### src/rtl/common.sv
// Shared RV32I types: raw instruction layout and the decoded control record.
// Used by the decode queue stage and anything downstream of it.
package common;

    typedef struct packed {
        logic [6:0] funct7;
        logic [4:0] rs2;
        logic [4:0] rs1;
        logic [2:0] funct3;
        logic [4:0] rd;
        logic [6:0] opcode;
    } instruction_type;

    typedef enum logic [2:0] {
        R_TYPE,
        I_TYPE,
        S_TYPE,
        B_TYPE,
        J_TYPE,
        U_TYPE
    } encoding_type;

    typedef enum logic [4:0] {
        ALU_ADD,
        ALU_SUB,
        ALU_SLL,
        ALU_SLT,
        ALU_SLTU,
        ALU_XOR,
        ALU_SRL,
        ALU_SRA,
        ALU_OR,
        ALU_AND,
        ALU_LUI,
        B_BNE,
        B_BLT,
        B_BGE,
        B_LTU,
        B_GEU,
        ALU_MUL,
        ALU_MULH,
        ALU_MULHSU,
        ALU_MULHU,
        ALU_DIV,
        ALU_DIVU,
        ALU_REM,
        ALU_REMU
    } alu_op_type;

    typedef struct packed {
        encoding_type encoding;
        alu_op_type   alu_op;
        logic         alu_src;
        logic         mem_read;
        logic         mem_write;
        logic         mem_to_reg;
        logic         reg_write;
        logic         is_branch;
    } control_type;

endpackage

### src/rtl/decode_queue_stage.sv
// RV32I decode stage feeding execute through a DEPTH-entry decoded FIFO.
// Optional RV32M decode is enabled by defining RV32M_EN.
module decode_queue_stage
    import common::*;
#(
    parameter int XLEN  = 32,
    parameter int DEPTH = 2
) (
    input  logic                       clk,
    input  logic                       reset_n,
    input  logic                       flush,
    input  logic                       in_valid,
    output logic                       in_ready,
    input  logic [31:0]                in_instr,
    input  logic [XLEN-1:0]            in_pc,
    output logic                       out_valid,
    input  logic                       out_ready,
    output logic [31:0]                out_instr,
    output logic [XLEN-1:0]            out_pc,
    output control_type                out_control,
    output logic                       out_illegal,
    output logic [$clog2(DEPTH+1)-1:0] count
);

    localparam int CNT_W = $clog2(DEPTH + 1);
    localparam int PTR_W = (DEPTH > 1) ? $clog2(DEPTH) : 1;

    localparam logic [6:0] OP_R      = 7'b0110011;
    localparam logic [6:0] OP_I      = 7'b0010011;
    localparam logic [6:0] OP_LOAD   = 7'b0000011;
    localparam logic [6:0] OP_STORE  = 7'b0100011;
    localparam logic [6:0] OP_BRANCH = 7'b1100011;
    localparam logic [6:0] OP_JAL    = 7'b1101111;
    localparam logic [6:0] OP_JALR   = 7'b1100111;
    localparam logic [6:0] OP_LUI    = 7'b0110111;
    localparam logic [6:0] OP_AUIPC  = 7'b0010111;

    localparam logic [6:0] F7_BASE = 7'b0000000;
    localparam logic [6:0] F7_ALT  = 7'b0100000;
`ifdef RV32M_EN
    localparam logic [6:0] F7_MUL  = 7'b0000001;
`endif

    typedef struct packed {
        logic [31:0]     instr;
        logic [XLEN-1:0] pc;
        control_type     ctrl;
        logic            ill;
    } entry_t;

    logic [6:0]  opcode;
    logic [6:0]  funct7;
    logic [2:0]  funct3;
    control_type dec_ctrl;
    logic        dec_ill;

    entry_t           mem_q [DEPTH];
    entry_t           mem_d [DEPTH];
    logic [PTR_W-1:0] wr_q, wr_d;
    logic [PTR_W-1:0] rd_q, rd_d;
    logic [CNT_W-1:0] cnt_q, cnt_d;
    logic             push;
    logic             pop;
    entry_t           head;

    assign opcode = in_instr[6:0];
    assign funct3 = in_instr[14:12];
    assign funct7 = in_instr[31:25];

    function automatic alu_op_type alu_base(input logic [2:0] f3);
        alu_op_type op;
        case (f3)
            3'b000:  op = ALU_ADD;
            3'b001:  op = ALU_SLL;
            3'b010:  op = ALU_SLT;
            3'b011:  op = ALU_SLTU;
            3'b100:  op = ALU_XOR;
            3'b101:  op = ALU_SRL;
            3'b110:  op = ALU_OR;
            default: op = ALU_AND;
        endcase
        return op;
    endfunction

`ifdef RV32M_EN
    function automatic alu_op_type alu_mul(input logic [2:0] f3);
        alu_op_type op;
        case (f3)
            3'b000:  op = ALU_MUL;
            3'b001:  op = ALU_MULH;
            3'b010:  op = ALU_MULHSU;
            3'b011:  op = ALU_MULHU;
            3'b100:  op = ALU_DIV;
            3'b101:  op = ALU_DIVU;
            3'b110:  op = ALU_REM;
            default: op = ALU_REMU;
        endcase
        return op;
    endfunction
`endif

    function automatic logic [PTR_W-1:0] ptr_nxt(input logic [PTR_W-1:0] p);
        return (p == PTR_W'(DEPTH - 1)) ? '0 : p + 1'b1;
    endfunction

    // Decode the incoming instruction; illegal encodings carry an all-zero record.
    always_comb begin
        dec_ctrl = '0;
        dec_ill  = 1'b0;
        unique case (1'b1)
            (opcode == OP_R): begin
                dec_ctrl.encoding  = R_TYPE;
                dec_ctrl.reg_write = 1'b1;
                if (funct7 == F7_BASE)
                    dec_ctrl.alu_op = alu_base(funct3);
                else if (funct7 == F7_ALT && funct3 == 3'b000)
                    dec_ctrl.alu_op = ALU_SUB;
                else if (funct7 == F7_ALT && funct3 == 3'b101)
                    dec_ctrl.alu_op = ALU_SRA;
`ifdef RV32M_EN
                else if (funct7 == F7_MUL)
                    dec_ctrl.alu_op = alu_mul(funct3);
`endif
                else
                    dec_ill = 1'b1;
            end
            (opcode == OP_I): begin
                dec_ctrl.encoding  = I_TYPE;
                dec_ctrl.reg_write = 1'b1;
                dec_ctrl.alu_src   = 1'b1;
                dec_ctrl.alu_op    = alu_base(funct3);
                if (funct3 == 3'b001 && funct7 != F7_BASE)
                    dec_ill = 1'b1;
                if (funct3 == 3'b101) begin
                    if (funct7 == F7_ALT)
                        dec_ctrl.alu_op = ALU_SRA;
                    else if (funct7 != F7_BASE)
                        dec_ill = 1'b1;
                end
            end
            (opcode == OP_LOAD): begin
                dec_ctrl.encoding   = I_TYPE;
                dec_ctrl.reg_write  = 1'b1;
                dec_ctrl.alu_src    = 1'b1;
                dec_ctrl.mem_read   = 1'b1;
                dec_ctrl.mem_to_reg = 1'b1;
                dec_ctrl.alu_op     = ALU_ADD;
                if (funct3 == 3'b011 || funct3 == 3'b110 || funct3 == 3'b111)
                    dec_ill = 1'b1;
            end
            (opcode == OP_STORE): begin
                dec_ctrl.encoding  = S_TYPE;
                dec_ctrl.alu_src   = 1'b1;
                dec_ctrl.mem_write = 1'b1;
                dec_ctrl.alu_op    = ALU_ADD;
                if (funct3 >= 3'b011)
                    dec_ill = 1'b1;
            end
            (opcode == OP_BRANCH): begin
                dec_ctrl.encoding  = B_TYPE;
                dec_ctrl.is_branch = 1'b1;
                case (funct3)
                    3'b000:  dec_ctrl.alu_op = ALU_SUB;
                    3'b001:  dec_ctrl.alu_op = B_BNE;
                    3'b100:  dec_ctrl.alu_op = B_BLT;
                    3'b101:  dec_ctrl.alu_op = B_BGE;
                    3'b110:  dec_ctrl.alu_op = B_LTU;
                    3'b111:  dec_ctrl.alu_op = B_GEU;
                    default: dec_ill = 1'b1;
                endcase
            end
            (opcode == OP_JAL): begin
                dec_ctrl.encoding  = J_TYPE;
                dec_ctrl.is_branch = 1'b1;
                dec_ctrl.reg_write = 1'b1;
            end
            (opcode == OP_JALR): begin
                dec_ctrl.encoding  = I_TYPE;
                dec_ctrl.is_branch = 1'b1;
                dec_ctrl.reg_write = 1'b1;
                if (funct3 != 3'b000)
                    dec_ill = 1'b1;
            end
            (opcode == OP_LUI): begin
                dec_ctrl.encoding  = U_TYPE;
                dec_ctrl.reg_write = 1'b1;
                dec_ctrl.alu_src   = 1'b1;
                dec_ctrl.alu_op    = ALU_LUI;
            end
            (opcode == OP_AUIPC): begin
                dec_ctrl.encoding  = U_TYPE;
                dec_ctrl.reg_write = 1'b1;
                dec_ctrl.alu_op    = ALU_ADD;
            end
            default: dec_ill = 1'b1;
        endcase
        if (dec_ill)
            dec_ctrl = '0;
    end

    assign in_ready  = (cnt_q < CNT_W'(DEPTH)) | out_ready;
    assign out_valid = (cnt_q != '0);
    assign push      = in_valid & in_ready & ~flush;
    assign pop       = out_valid & out_ready & ~flush;

    // Next-state for the FIFO: flush wins, otherwise write at tail and read at head.
    always_comb begin
        mem_d = mem_q;
        wr_d  = wr_q;
        rd_d  = rd_q;
        cnt_d = cnt_q;
        if (flush) begin
            wr_d  = '0;
            rd_d  = '0;
            cnt_d = '0;
        end else begin
            if (push) begin
                mem_d[wr_q] = '{instr: in_instr, pc: in_pc,
                                ctrl: dec_ctrl, ill: dec_ill};
                wr_d = ptr_nxt(wr_q);
            end
            if (pop)
                rd_d = ptr_nxt(rd_q);
            cnt_d = cnt_q + CNT_W'(push) - CNT_W'(pop);
        end
    end

    // FIFO state registers; reset clears every stored entry.
    always_ff @(posedge clk or negedge reset_n) begin
        if (!reset_n) begin
            for (int i = 0; i < DEPTH; i++)
                mem_q[i] <= '0;
            wr_q  <= '0;
            rd_q  <= '0;
            cnt_q <= '0;
        end else begin
            mem_q <= mem_d;
            wr_q  <= wr_d;
            rd_q  <= rd_d;
            cnt_q <= cnt_d;
        end
    end

    assign head        = mem_q[rd_q];
    assign out_instr   = head.instr;
    assign out_pc      = head.pc;
    assign out_control = head.ctrl;
    assign out_illegal = head.ill;
    assign count       = cnt_q;

endmodule
### config.mk
export PLATFORM = sky130hd
export DESIGN_NAME = decode_queue_stage
export DESIGN_NICKNAME = d
export VERILOG_FILES = /design/src/rtl/common.sv /design/src/rtl/decode_queue_stage.sv
export SDC_FILE = /design/constraint.sdc
export NUM_CORES = 1
export LEC_CHECK = 0
export CAP_MARGIN = 30
export CORE_MARGIN = 2
export CORE_UTILIZATION = 30
export DETAILED_ROUTE_END_ITERATION = 12
export HOLD_SLACK_MARGIN = 0.08
export PLACE_DENSITY = 0.61
export SETUP_SLACK_MARGIN = 0.05
export SLEW_MARGIN = 15
export SYNTH_ARGS = -nofsm -noshare
export SYNTH_HDL_FRONTEND = slang
export SYNTH_SLANG_ARGS = --single-unit
### constraint.sdc
create_clock -name clk -period 2.7 [get_ports clk]
set_input_delay 0.405 -clock clk [delete_from_list [all_inputs] [get_ports clk]]
set_output_delay 0.405 -clock clk [all_outputs]
set_load 0.03 [all_outputs]
; ---- Word-level counts from Yosys, hierarchy flattened
; Index checks and enable logic that the tools add are counted.
[totals]
register_bits = 162
latchBits = 0
mem_bits_rw = 0
romBits = 0
input_bits = 69
out_inout_bits = 83
elab_cells = 120
mem_count = 0
[classes]
n_addsub = 4
multipliers = 0
n_div = 0
magnitude_cmp = 5
eq_ne = 17
n_shift = 0
mux = 40
bitwise_logic = 8
reduce_logical = 21
[op_table]
columns = cell, count
row1 = 79-bit two-way mux, 4
row2 = 158-bit bitwise mux, 1
row3 = 79-bit demux with 1-bit select, 1
row4 = "7-bit by 6-bit equality test with 1-bit output, second input constant", 4
row5 = 4-bit case mux with 7 select lines, 1
row6 = 4-bit case mux with 6 select lines, 1
row7 = 1-bit two-way mux, 22
row8 = "7-bit equality test, second input constant", 3
row9 = 5-bit case mux with 4 select lines, 1
row10 = 5-bit two-way mux, 3
row11 = 3-bit case mux with 5 select lines, 1
row12 = "7-bit by 5-bit equality test with 1-bit output, second input constant", 2
row13 = 14-bit two-way mux, 1
row14 = "3-bit equality test, second input constant", 4
row15 = 3-bit OR reduction, 3
row16 = "7-bit by 2-bit equality test with 1-bit output, second input constant", 1
row17 = 7-bit logical NOT, 1
row18 = 1-bit case mux with 7 select lines, 1
row19 = 7-bit nonzero test, 1
row20 = 7-bit OR reduction, 1
row21 = "3-bit by 2-bit equality test with 1-bit output, second input constant", 2
row22 = 3-bit two-way mux, 2
row23 = 2-bit nonzero test, 3
row24 = 6-bit OR reduction, 1
row25 = other kinds (20), 30

; ---- Longest topological paths before layout
; Gate-level depths: netlist of the first run.
[logic_depth]
ltp_word = 9
depth_mapped = 10

; ---- Least setup slack after synthesis of the first run
; OpenSTA, ideal clock, no wires.
[synth_timing]
kind = register to register
from = reg cnt_q[1] (netlist: count[1])
to = reg cnt_q[1] (netlist: count[1])
arrival_time_ns = 2.002
slack_ns = 0.578
stages_incl_launch_ff = 11
path_buffers = 0
period_less_slack_ns = 2.122
cell_sequence = dfrtp_1 > nand2b_1 > nand2_1 > nor2_1 > inv_1 > ha_1 > inv_1 > ha_1 > xor2_1 > xnor2_1 > nor2_1
[synth_between]
elab_chain_len = 7
word_cells_on_any_way = 10
cone_classes = add/sub (2) / order compare (1) / mux (1) / bitwise (5) / reduce/logical (1)
[synth_rtl]
columns = item, line
row1 = from (decl), decode_queue_stage.sv:61  ; logic [CNT_W-1:0] cnt_q, cnt_d;
row2 = from (signal assigned), decode_queue_stage.sv:240  ; cnt_q <= cnt_d;
row3 = 2-bit < comparator, decode_queue_stage.sv:201  ; assign in_ready = (cnt_q < CNT_W'(DEPTH)) | out_ready;
row4 = 1-bit OR, decode_queue_stage.sv:201
row5 = net in_ready, decode_queue_stage.sv:13  ; output logic in_ready,
row6 = 1-bit bitwise AND (2 in series), decode_queue_stage.sv:203  ; assign push = in_valid & in_ready & ~flush;
row7 = 2-bit by 1-bit adder with 2-bit output, decode_queue_stage.sv:224  ; cnt_d = cnt_q + CNT_W'(push) - CNT_W'(pop);
row8 = 2-bit by 1-bit subtractor with 2-bit output, decode_queue_stage.sv:224
row9 = 2-bit two-way mux, decode_queue_stage.sv:212  ; if (flush) begin
row10 = net cnt_d[1], decode_queue_stage.sv:61
; The timed path passes the listed nets, and every way through them passes these cells.
; A chain may end at the register's enable or synchronous reset.

==> flow_results.xml, run 1 <==
<?xml version="1.0" encoding="UTF-8"?>
<metrics>
  <group name="route">
    <metric name="drt-total-wl" unit="um">19700</metric>
    <metric name="vias" unit="">5863</metric>
    <metric name="wl_per_cell" unit="um">15.2</metric>
    <metric name="avgViaCountPerCell" unit="">4.53</metric>
    <metric name="initialDrtViolationCount" unit="">312</metric>
    <metric name="remaining_drc_errors" unit="">0</metric>
    <metric name="detailedRoute.firstPassIterationCount" unit="">5</metric>
    <metric name="antenna_violating_nets_remaining" unit="">0</metric>
  </group>
  <group name="pwr">
    <metric name="power_frac_clock" unit="">0.279</metric>
    <metric name="power.net_switching" unit="mW">2.86</metric>
    <metric name="power-per-cell-area" unit="nW/um^2">846</metric>
    <metric name="power_frac_seq" unit="">0.382</metric>
    <metric name="share_comb_of_total_power" unit="">0.339</metric>
    <metric name="vdd.ir_drop.worst" unit="mV">0.340</metric>
    <metric name="static-leakage-power" unit="nW">4.76</metric>
    <metric name="power.share.switching" unit="">0.332</metric>
    <metric name="internal_power" unit="mW">5.75</metric>
    <metric name="power" unit="mW">8.61</metric>
  </group>
  <group name="sta">
    <metric name="finalSetupViolations" unit="">0</metric>
    <metric name="max_freq" unit="MHz">390</metric>
    <metric name="fin_skew" unit="ns">0.00578</metric>
    <metric name="finalHoldViolations" unit="">0</metric>
    <metric name="setup_slack" unit="ns">0.136</metric>
    <metric name="tightestPinTransition" unit="ns">0.501</metric>
    <metric name="period_share" unit="">0.949</metric>
    <metric name="post-route-min-period" unit="ns">2.56</metric>
    <metric name="hold-worst-slack" unit="ns">0.469</metric>
    <metric name="final.setup.tns" unit="ns">0</metric>
    <metric name="timing.max_slew.rel_slack" unit="">0.665</metric>
    <metric name="pins_over_slew_limit" unit="">0</metric>
    <metric name="rsz_0062_raised_after_global_routing" unit="">false</metric>
  </group>
  <group name="clocking">
    <metric name="clock_path_buffers" unit="">2</metric>
    <metric name="clkTransAtPathRegs" unit="ns">0.06</metric>
    <metric name="tritoncts" unit="">done</metric>
    <metric name="cts_buffers" unit="">17</metric>
    <metric name="root_buffer" unit="">sky130_fd_sc_hd__clkbuf_16</metric>
    <metric name="clock_latency" unit="ns">0.42</metric>
    <metric name="clock_sinks" unit="">158</metric>
    <metric name="h_tree_levels" unit="">4</metric>
  </group>
  <group name="grt">
    <metric name="antenna_found_initial" unit="">0</metric>
    <metric name="grt_first_pass_wirelength" unit="um">32000</metric>
    <metric name="grt_max_degree" unit="">53</metric>
    <metric name="grt_pass1_vias" unit="">6008</metric>
    <metric name="gr-total-overflow" unit="">0</metric>
    <metric name="track_usage" unit="">0.153</metric>
  </group>
  <group name="floorplan">
    <metric name="vertical_die_dimension" unit="um">163</metric>
    <metric name="pin_count" unit="">152</metric>
    <metric name="chipWidth" unit="um">163</metric>
    <metric name="initial_utilization" unit="">0.304</metric>
    <metric name="die_area" unit="sq um">26600</metric>
    <metric name="rows" unit="">58</metric>
    <metric name="placeable_core_area" unit="sq um">25000</metric>
  </group>
  <group name="synth">
    <metric name="synth_edf_count" unit="">0</metric>
    <metric name="ys_async_sr_fraction" unit="">1.00</metric>
    <metric name="cell_count_after_synthesis" unit="">806</metric>
    <metric name="part_of_the_yosys_area_used_for_sequential_elements" unit="">0.520</metric>
    <metric name="yosysWarningCount" unit="">0</metric>
    <metric name="dominant_register_cell_in_the_synthesized_netlist" unit="">sky130_fd_sc_hd__dfrtp_1</metric>
    <metric name="netlist_area" unit="sq um">7600</metric>
    <metric name="synth.ff_latch_count" unit="">158</metric>
    <metric name="synth.net_count" unit="">877</metric>
    <metric name="syn_area_per_cell" unit="sq um">9.43</metric>
    <metric name="yosys.cell_types.count" unit="">60</metric>
  </group>
  <group name="cells_and_area">
    <metric name="multi_input_area" unit="sq um">3330</metric>
    <metric name="filler_cell_count" unit="">2498</metric>
    <metric name="final_common_cell" unit="">sky130_fd_sc_hd__nand2_1</metric>
    <metric name="area.sequential" unit="sq um">3960</metric>
    <metric name="final_cell_mix" unit="">sky130_fd_sc_hd__nand2_1 (372), sky130_fd_sc_hd__dfrtp_1 (157), sky130_fd_sc_hd__clkdlybuf4s50_1 (147)</metric>
    <metric name="nets" unit="">1023</metric>
    <metric name="layout.cell_area.non_filler" unit="sq um">10200</metric>
    <metric name="drive_gt1_frac" unit="">0.184</metric>
    <metric name="antenna_cells_inserted" unit="">0</metric>
    <metric name="area.growth.synth_to_final" unit="%">33.9</metric>
    <metric name="stdcell_count" unit="">1295</metric>
    <metric name="finalCoreUtilization" unit="">0.406</metric>
  </group>
  <group name="status">
    <metric name="outcome" unit="">completed</metric>
  </group>
  <group name="hold_path">
    <metric name="worst_hold_path_type" unit="">reg -&gt; reg</metric>
  </group>
  <group name="critical_path">
    <metric name="criticalPathCategory" unit="">reg -&gt; out</metric>
    <metric name="arrival" unit="ns">2.16</metric>
    <metric name="cp-end-kind" unit="">output port</metric>
    <metric name="path_max_fanout" unit="">13</metric>
    <metric name="critPathRequiredTime" unit="ns">2.30</metric>
    <metric name="crit_path_start_kind" unit="">register</metric>
  </group>
  <group name="placement">
    <metric name="detailedPlacementHpwl" unit="um">13000</metric>
    <metric name="place.detailed.instances" unit="">1260</metric>
    <metric name="cell_area_after_placement" unit="sq um">9560</metric>
    <metric name="gpl.final_weighted_congestion" unit="">0.794</metric>
    <metric name="pre_cts_ws" unit="ns">0.185</metric>
    <metric name="io_buffer_count" unit="">150</metric>
  </group>
  <group name="job">
    <metric name="maxCapViolCount" unit="">0</metric>
  </group>
</metrics>
==> sequential cells by signal, summed over array words and instances (netlist names) <==
| signal | flops |
|---|---|
| count | 2 |
| mem_q | 154 |
| rd_q | 1 |
| wr_q | 1 |
==> power by group through the flow <==
stage                     clock network (mW)  registers [mW]  logic, mW
after detailed placement                   0            3.34       2.92
after global routing                    2.59            3.36       3.17
after floorplan                            0            3.24       1.86
after global placement                     0            3.32       2.89
final                                   2.40            3.29       2.92
after CTS                               2.48            3.29       2.96
==> worst paths after layout <==
kind                                  startpoint                endpoint  slack, ns  depth (start not counted)
setup / recovery                rd_q$_DFFE_PN0P_          out_control[4]       0.14                          3
hold / removal             mem_q[55]$_DFFE_PN0P_   mem_q[55]$_DFFE_PN0P_       0.47                          2
setup reg to reg              count[1]$_DFF_PN0_      count[1]$_DFF_PN0_       0.78                         10
hold reg to reg            mem_q[55]$_DFFE_PN0P_   mem_q[55]$_DFFE_PN0P_       0.47                          2
max in group asynchronous                reset_n  mem_q[109]$_DFFE_PN0P_       1.42                          3
min in group asynchronous                reset_n  mem_q[132]$_DFFE_PN0P_       0.52                          2
==> critical path, cell delays in order (launching register included) <==
cell and delay (ns):
sky130_fd_sc_hd__dfrtp_4 0.51, sky130_fd_sc_hd__buf_4 0.26, sky130_fd_sc_hd__mux2_2 0.37, sky130_fd_sc_hd__clkdlybuf4s50_1 0.59
==> cell families (layout without fill, tap and decap cells) <==
logic type      count (synthesis)  after routing  synth area share
simple gates                  426            426             0.232
fa+ha+maj                       2              2           0.00329
buf+inv                        57            216            0.0428
mux                            92             92             0.136
xor+xnor                        7              7           0.00806
compound gates                 63             63            0.0571
other cells                     1              1          0.000493
flops                         158            158             0.520
==> cells in the mapped netlist, types with 5 or more instances <==
library cell	instances	share of area
sky130_fd_sc_hd__o21ai_2	7	0.0081
sky130_fd_sc_hd__nand2_1	373	0.18
sky130_fd_sc_hd__mux2_2	91	0.13
sky130_fd_sc_hd__o21ai_1	11	0.0072
sky130_fd_sc_hd__buf_4	5	0.0049
sky130_fd_sc_hd__buf_2	20	0.013
sky130_fd_sc_hd__buf_6	8	0.012
sky130_fd_sc_hd__o21ai_0	14	0.0092
sky130_fd_sc_hd__clkbuf_1	12	0.0059
sky130_fd_sc_hd__nor3_1	5	0.0033
sky130_fd_sc_hd__dfrtp_1	158	0.52
sky130_fd_sc_hd__nor2_1	18	0.0089
sky130_fd_sc_hd__a21oi_1	9	0.0059
sky130_fd_sc_hd__buf_1	5	0.0025
==> what timing repair did <==
action | in CTS | in global routing
setup buffers | 2 | 0
gates resized for setup | 0 | 2
hold buffers | 1 | 0
endpoints found under the setup margin | 59 | 2
endpoints found under the hold margin | 47 | 0
==> layout make-up <==
cell class,instances,area share
repair buffers,179,0.183
well taps,330,0.0406
clock inverters,9,0.0108
flip-flops and latches,158,0.389
inverters,5,0.00184
multi-input cells,591,0.328
clock buffers,23,0.0470
==> metal layers <==
layer	vias to the layer above	global-route usage	wire length (um)
li1	2901	-	-
met1	2804	0.207	9250
met2	148	0.242	9170
met3	10	0.0401	1130
met4	0	0.0463	188
met5	-	0	0
Note: power is estimated with default switching activity, not from simulation.
==> inputs of run 2 (changes only) <==
Settings changed: DONT_BUFFER_PORTS from default to 1, PLACE_DENSITY 0.61 to 0.54.
==> run 2 against run 1 <==
  * Sequential share of layout area grew 5.1 points
  * First-iteration DRC count shrank 35%
  * The flow now finishes with violations (negative hold slack)
  * Flip-flop and latch count is the same
  * Highest routed layer unchanged
  * Global-route usage shrank 0.35 points
==> flow_results.xml, run 2 (same netlist as run 1, synthesis figures left out) <==
<?xml version="1.0" encoding="UTF-8"?>
<metrics>
  <group name="status">
    <metric name="outcome" unit="">finished, violations left</metric>
    <metric name="failed_checks" unit="">negative hold slack</metric>
  </group>
  <group name="critical_path">
    <metric name="criticalPathCategory" unit="">reg -&gt; out</metric>
    <metric name="slowest_stage" unit="">sky130_fd_sc_hd__dfrtp_4</metric>
    <metric name="cpLargestDelayFamily" unit="">flip-flops</metric>
    <metric name="worst-r2r-setup-slack" unit="ns">0.53</metric>
    <metric name="worst_r2r_path_depth" unit="">7</metric>
    <metric name="cp-end-kind" unit="">output port</metric>
    <metric name="arrival" unit="ns">1.92</metric>
    <metric name="critPathRequiredTime" unit="ns">2.30</metric>
    <metric name="crit_start" unit="">rd_q$_DFFE_PN0P_</metric>
    <metric name="rr_startpoint" unit="">count[1]$_DFF_PN0_</metric>
    <metric name="rr_endpoint" unit="">mem_q[7]$_DFFE_PN0P_</metric>
    <metric name="path_max_fanout" unit="">31</metric>
    <metric name="crit_path_max_incr_delay" unit="ns">0.76</metric>
    <metric name="crit_path_start_kind" unit="">register</metric>
    <metric name="worstPathBufferInverterCount" unit="">1</metric>
    <metric name="worst-path-stages" unit="">2</metric>
    <metric name="timing.critical_path.cells" unit="">buf_12, mux2_2</metric>
  </group>
  <group name="placement">
    <metric name="pre_cts_ws" unit="ns">0.490</metric>
    <metric name="gpl.final_weighted_congestion" unit="">0.729</metric>
    <metric name="detailedPlacementHpwl" unit="um">12200</metric>
    <metric name="io_buffer_count" unit="">0</metric>
  </group>
  <group name="grt">
    <metric name="grt_first_pass_wirelength" unit="um">31300</metric>
    <metric name="grt_pass1_vias" unit="">5674</metric>
    <metric name="track_usage" unit="">0.150</metric>
    <metric name="grt_max_degree" unit="">159</metric>
    <metric name="antenna_found_initial" unit="">0</metric>
    <metric name="gr-total-overflow" unit="">0</metric>
  </group>
  <group name="route">
    <metric name="avgViaCountPerCell" unit="">4.61</metric>
    <metric name="detailedRoute.firstPassIterationCount" unit="">5</metric>
    <metric name="wl_per_cell" unit="um">16.3</metric>
    <metric name="drt-total-wl" unit="um">19300</metric>
    <metric name="vias" unit="">5468</metric>
    <metric name="initialDrtViolationCount" unit="">203</metric>
    <metric name="remaining_drc_errors" unit="">0</metric>
    <metric name="antenna_violating_nets_remaining" unit="">0</metric>
  </group>
  <group name="cells_and_area">
    <metric name="area.sequential" unit="sq um">3960</metric>
    <metric name="largest_register_ffs" unit="">154</metric>
    <metric name="max_flop_register" unit="">mem_q</metric>
    <metric name="antenna_cells_inserted" unit="">0</metric>
    <metric name="multi_input_area" unit="sq um">3330</metric>
    <metric name="drive_gt1_frac" unit="">0.191</metric>
    <metric name="final_cell_mix" unit="">sky130_fd_sc_hd__nand2_1 (372), sky130_fd_sc_hd__dfrtp_1 (157), sky130_fd_sc_hd__mux2_2 (91)</metric>
    <metric name="filler_cell_count" unit="">2558</metric>
    <metric name="nets" unit="">914</metric>
    <metric name="finalCoreUtilization" unit="">0.359</metric>
    <metric name="final_common_cell" unit="">sky130_fd_sc_hd__nand2_1</metric>
    <metric name="area.growth.synth_to_final" unit="%">18.4</metric>
  </group>
  <group name="clocking">
    <metric name="root_buffer" unit="">sky130_fd_sc_hd__clkbuf_16</metric>
    <metric name="post_cts.repair.setup_buffers" unit="">0</metric>
    <metric name="h_tree_levels" unit="">4</metric>
    <metric name="tritoncts" unit="">done</metric>
    <metric name="ctsHoldBuffers" unit="">55</metric>
    <metric name="clock_path_buffers" unit="">2</metric>
    <metric name="clkTransAtPathRegs" unit="ns">0.06</metric>
    <metric name="postCtsResizedCells" unit="">0</metric>
    <metric name="clock_sinks" unit="">158</metric>
    <metric name="clock_latency" unit="ns">0.42</metric>
    <metric name="cts_buffers" unit="">17</metric>
  </group>
  <group name="sta">
    <metric name="timing.max_slew.rel_slack" unit="">0.594</metric>
    <metric name="hold-worst-slack" unit="ns">-0.311</metric>
    <metric name="finalHoldViolations" unit="">158</metric>
    <metric name="tightestPinTransition" unit="ns">0.607</metric>
    <metric name="setup_slack" unit="ns">0.376</metric>
    <metric name="period_share" unit="">0.861</metric>
    <metric name="fin_skew" unit="ns">0.00783</metric>
    <metric name="rsz_0062_raised_after_global_routing" unit="">false</metric>
    <metric name="max_freq" unit="MHz">430</metric>
    <metric name="pins_over_slew_limit" unit="">0</metric>
    <metric name="post-route-min-period" unit="ns">2.32</metric>
    <metric name="finalSetupViolations" unit="">0</metric>
    <metric name="final.setup.tns" unit="ns">0</metric>
  </group>
  <group name="floorplan">
    <metric name="initial_utilization" unit="">0.304</metric>
    <metric name="vertical_die_dimension" unit="um">163</metric>
    <metric name="pin_count" unit="">152</metric>
    <metric name="die_area" unit="sq um">26600</metric>
    <metric name="rows" unit="">58</metric>
    <metric name="chipWidth" unit="um">163</metric>
    <metric name="placeable_core_area" unit="sq um">25000</metric>
  </group>
  <group name="job">
    <metric name="maxCapViolCount" unit="">0</metric>
  </group>
  <group name="pwr">
    <metric name="power" unit="mW">7.82</metric>
    <metric name="power-per-cell-area" unit="nW/um^2">869</metric>
    <metric name="vdd.ir_drop.worst" unit="mV">0.443</metric>
    <metric name="static-leakage-power" unit="nW">4.28</metric>
  </group>
  <group name="hold_path">
    <metric name="worst_hold_path_type" unit="">in -&gt; async</metric>
  </group>
</metrics>
[run 2: cell types whose count changed in the layout (fill, tap and decap cells not counted)]
cell and change:
sky130_fd_sc_hd__clkinvlp_4 +1, sky130_fd_sc_hd__buf_4 -6, sky130_fd_sc_hd__clkinv_2 -1, sky130_fd_sc_hd__dlygate4sd3_1 +54, sky130_fd_sc_hd__dlymetal6s2s_1 -2, sky130_fd_sc_hd__buf_12 -7, sky130_fd_sc_hd__clkdlybuf4s50_1 -147, sky130_fd_sc_hd__bufinv_16 -1
sky130_fd_sc_hd__clkinv_4 -2, sky130_fd_sc_hd__buf_6 -1, sky130_fd_sc_hd__inv_6 +2
[run 2: metal layers]
metal | share of wire | vias up | track usage
li1 | - | 2692 | -
met1 | 0.47 | 2632 | 0.199
met2 | 0.45 | 133 | 0.237
met3 | 0.064 | 11 | 0.0447
met4 | 0.011 | 0 | 0.0422
met5 | 0 | - | 0
[run 2: through the flow]
| step | cell area (sq um) | std cells |
|---|---|---|
| after floorplan | 7600 | 806 |
| after global placement | 7890 | 1099 |
| after detailed placement | 7890 | 1099 |
| after CTS | 9000 | 1185 |
| after global routing | 9000 | 1185 |
| final | 9000 | 1185 |
[run 2: layout make-up]
class | instances | share of cell area
Clock buffer | 23 | 0.0531
Clock inverter | 8 | 0.00918
Inverter | 5 | 0.00209
Multi-Input combinational cell | 591 | 0.371
Sequential cell | 158 | 0.440
Tap cell | 330 | 0.0459
Timing Repair Buffer | 70 | 0.0793
[run 2: worst max path at each step]
stage,to,slack [ns]
global placement,mem_q[0]$_DFFE_PN0P_,0.55
detailed placement,mem_q[7]$_DFFE_PN0P_,0.49
global route,out_control[6],0.29
finish,out_instr[13],0.38
floorplan,count[1]$_DFF_PN0_,0.58
CTS,out_control[6],0.33
[run 2: power breakdown]
part           switching [mW]  total, mW  internal (mW)
sequential              0.352       3.33           2.98
clock                    1.00       2.35           1.34
combinational            1.39       2.13          0.744
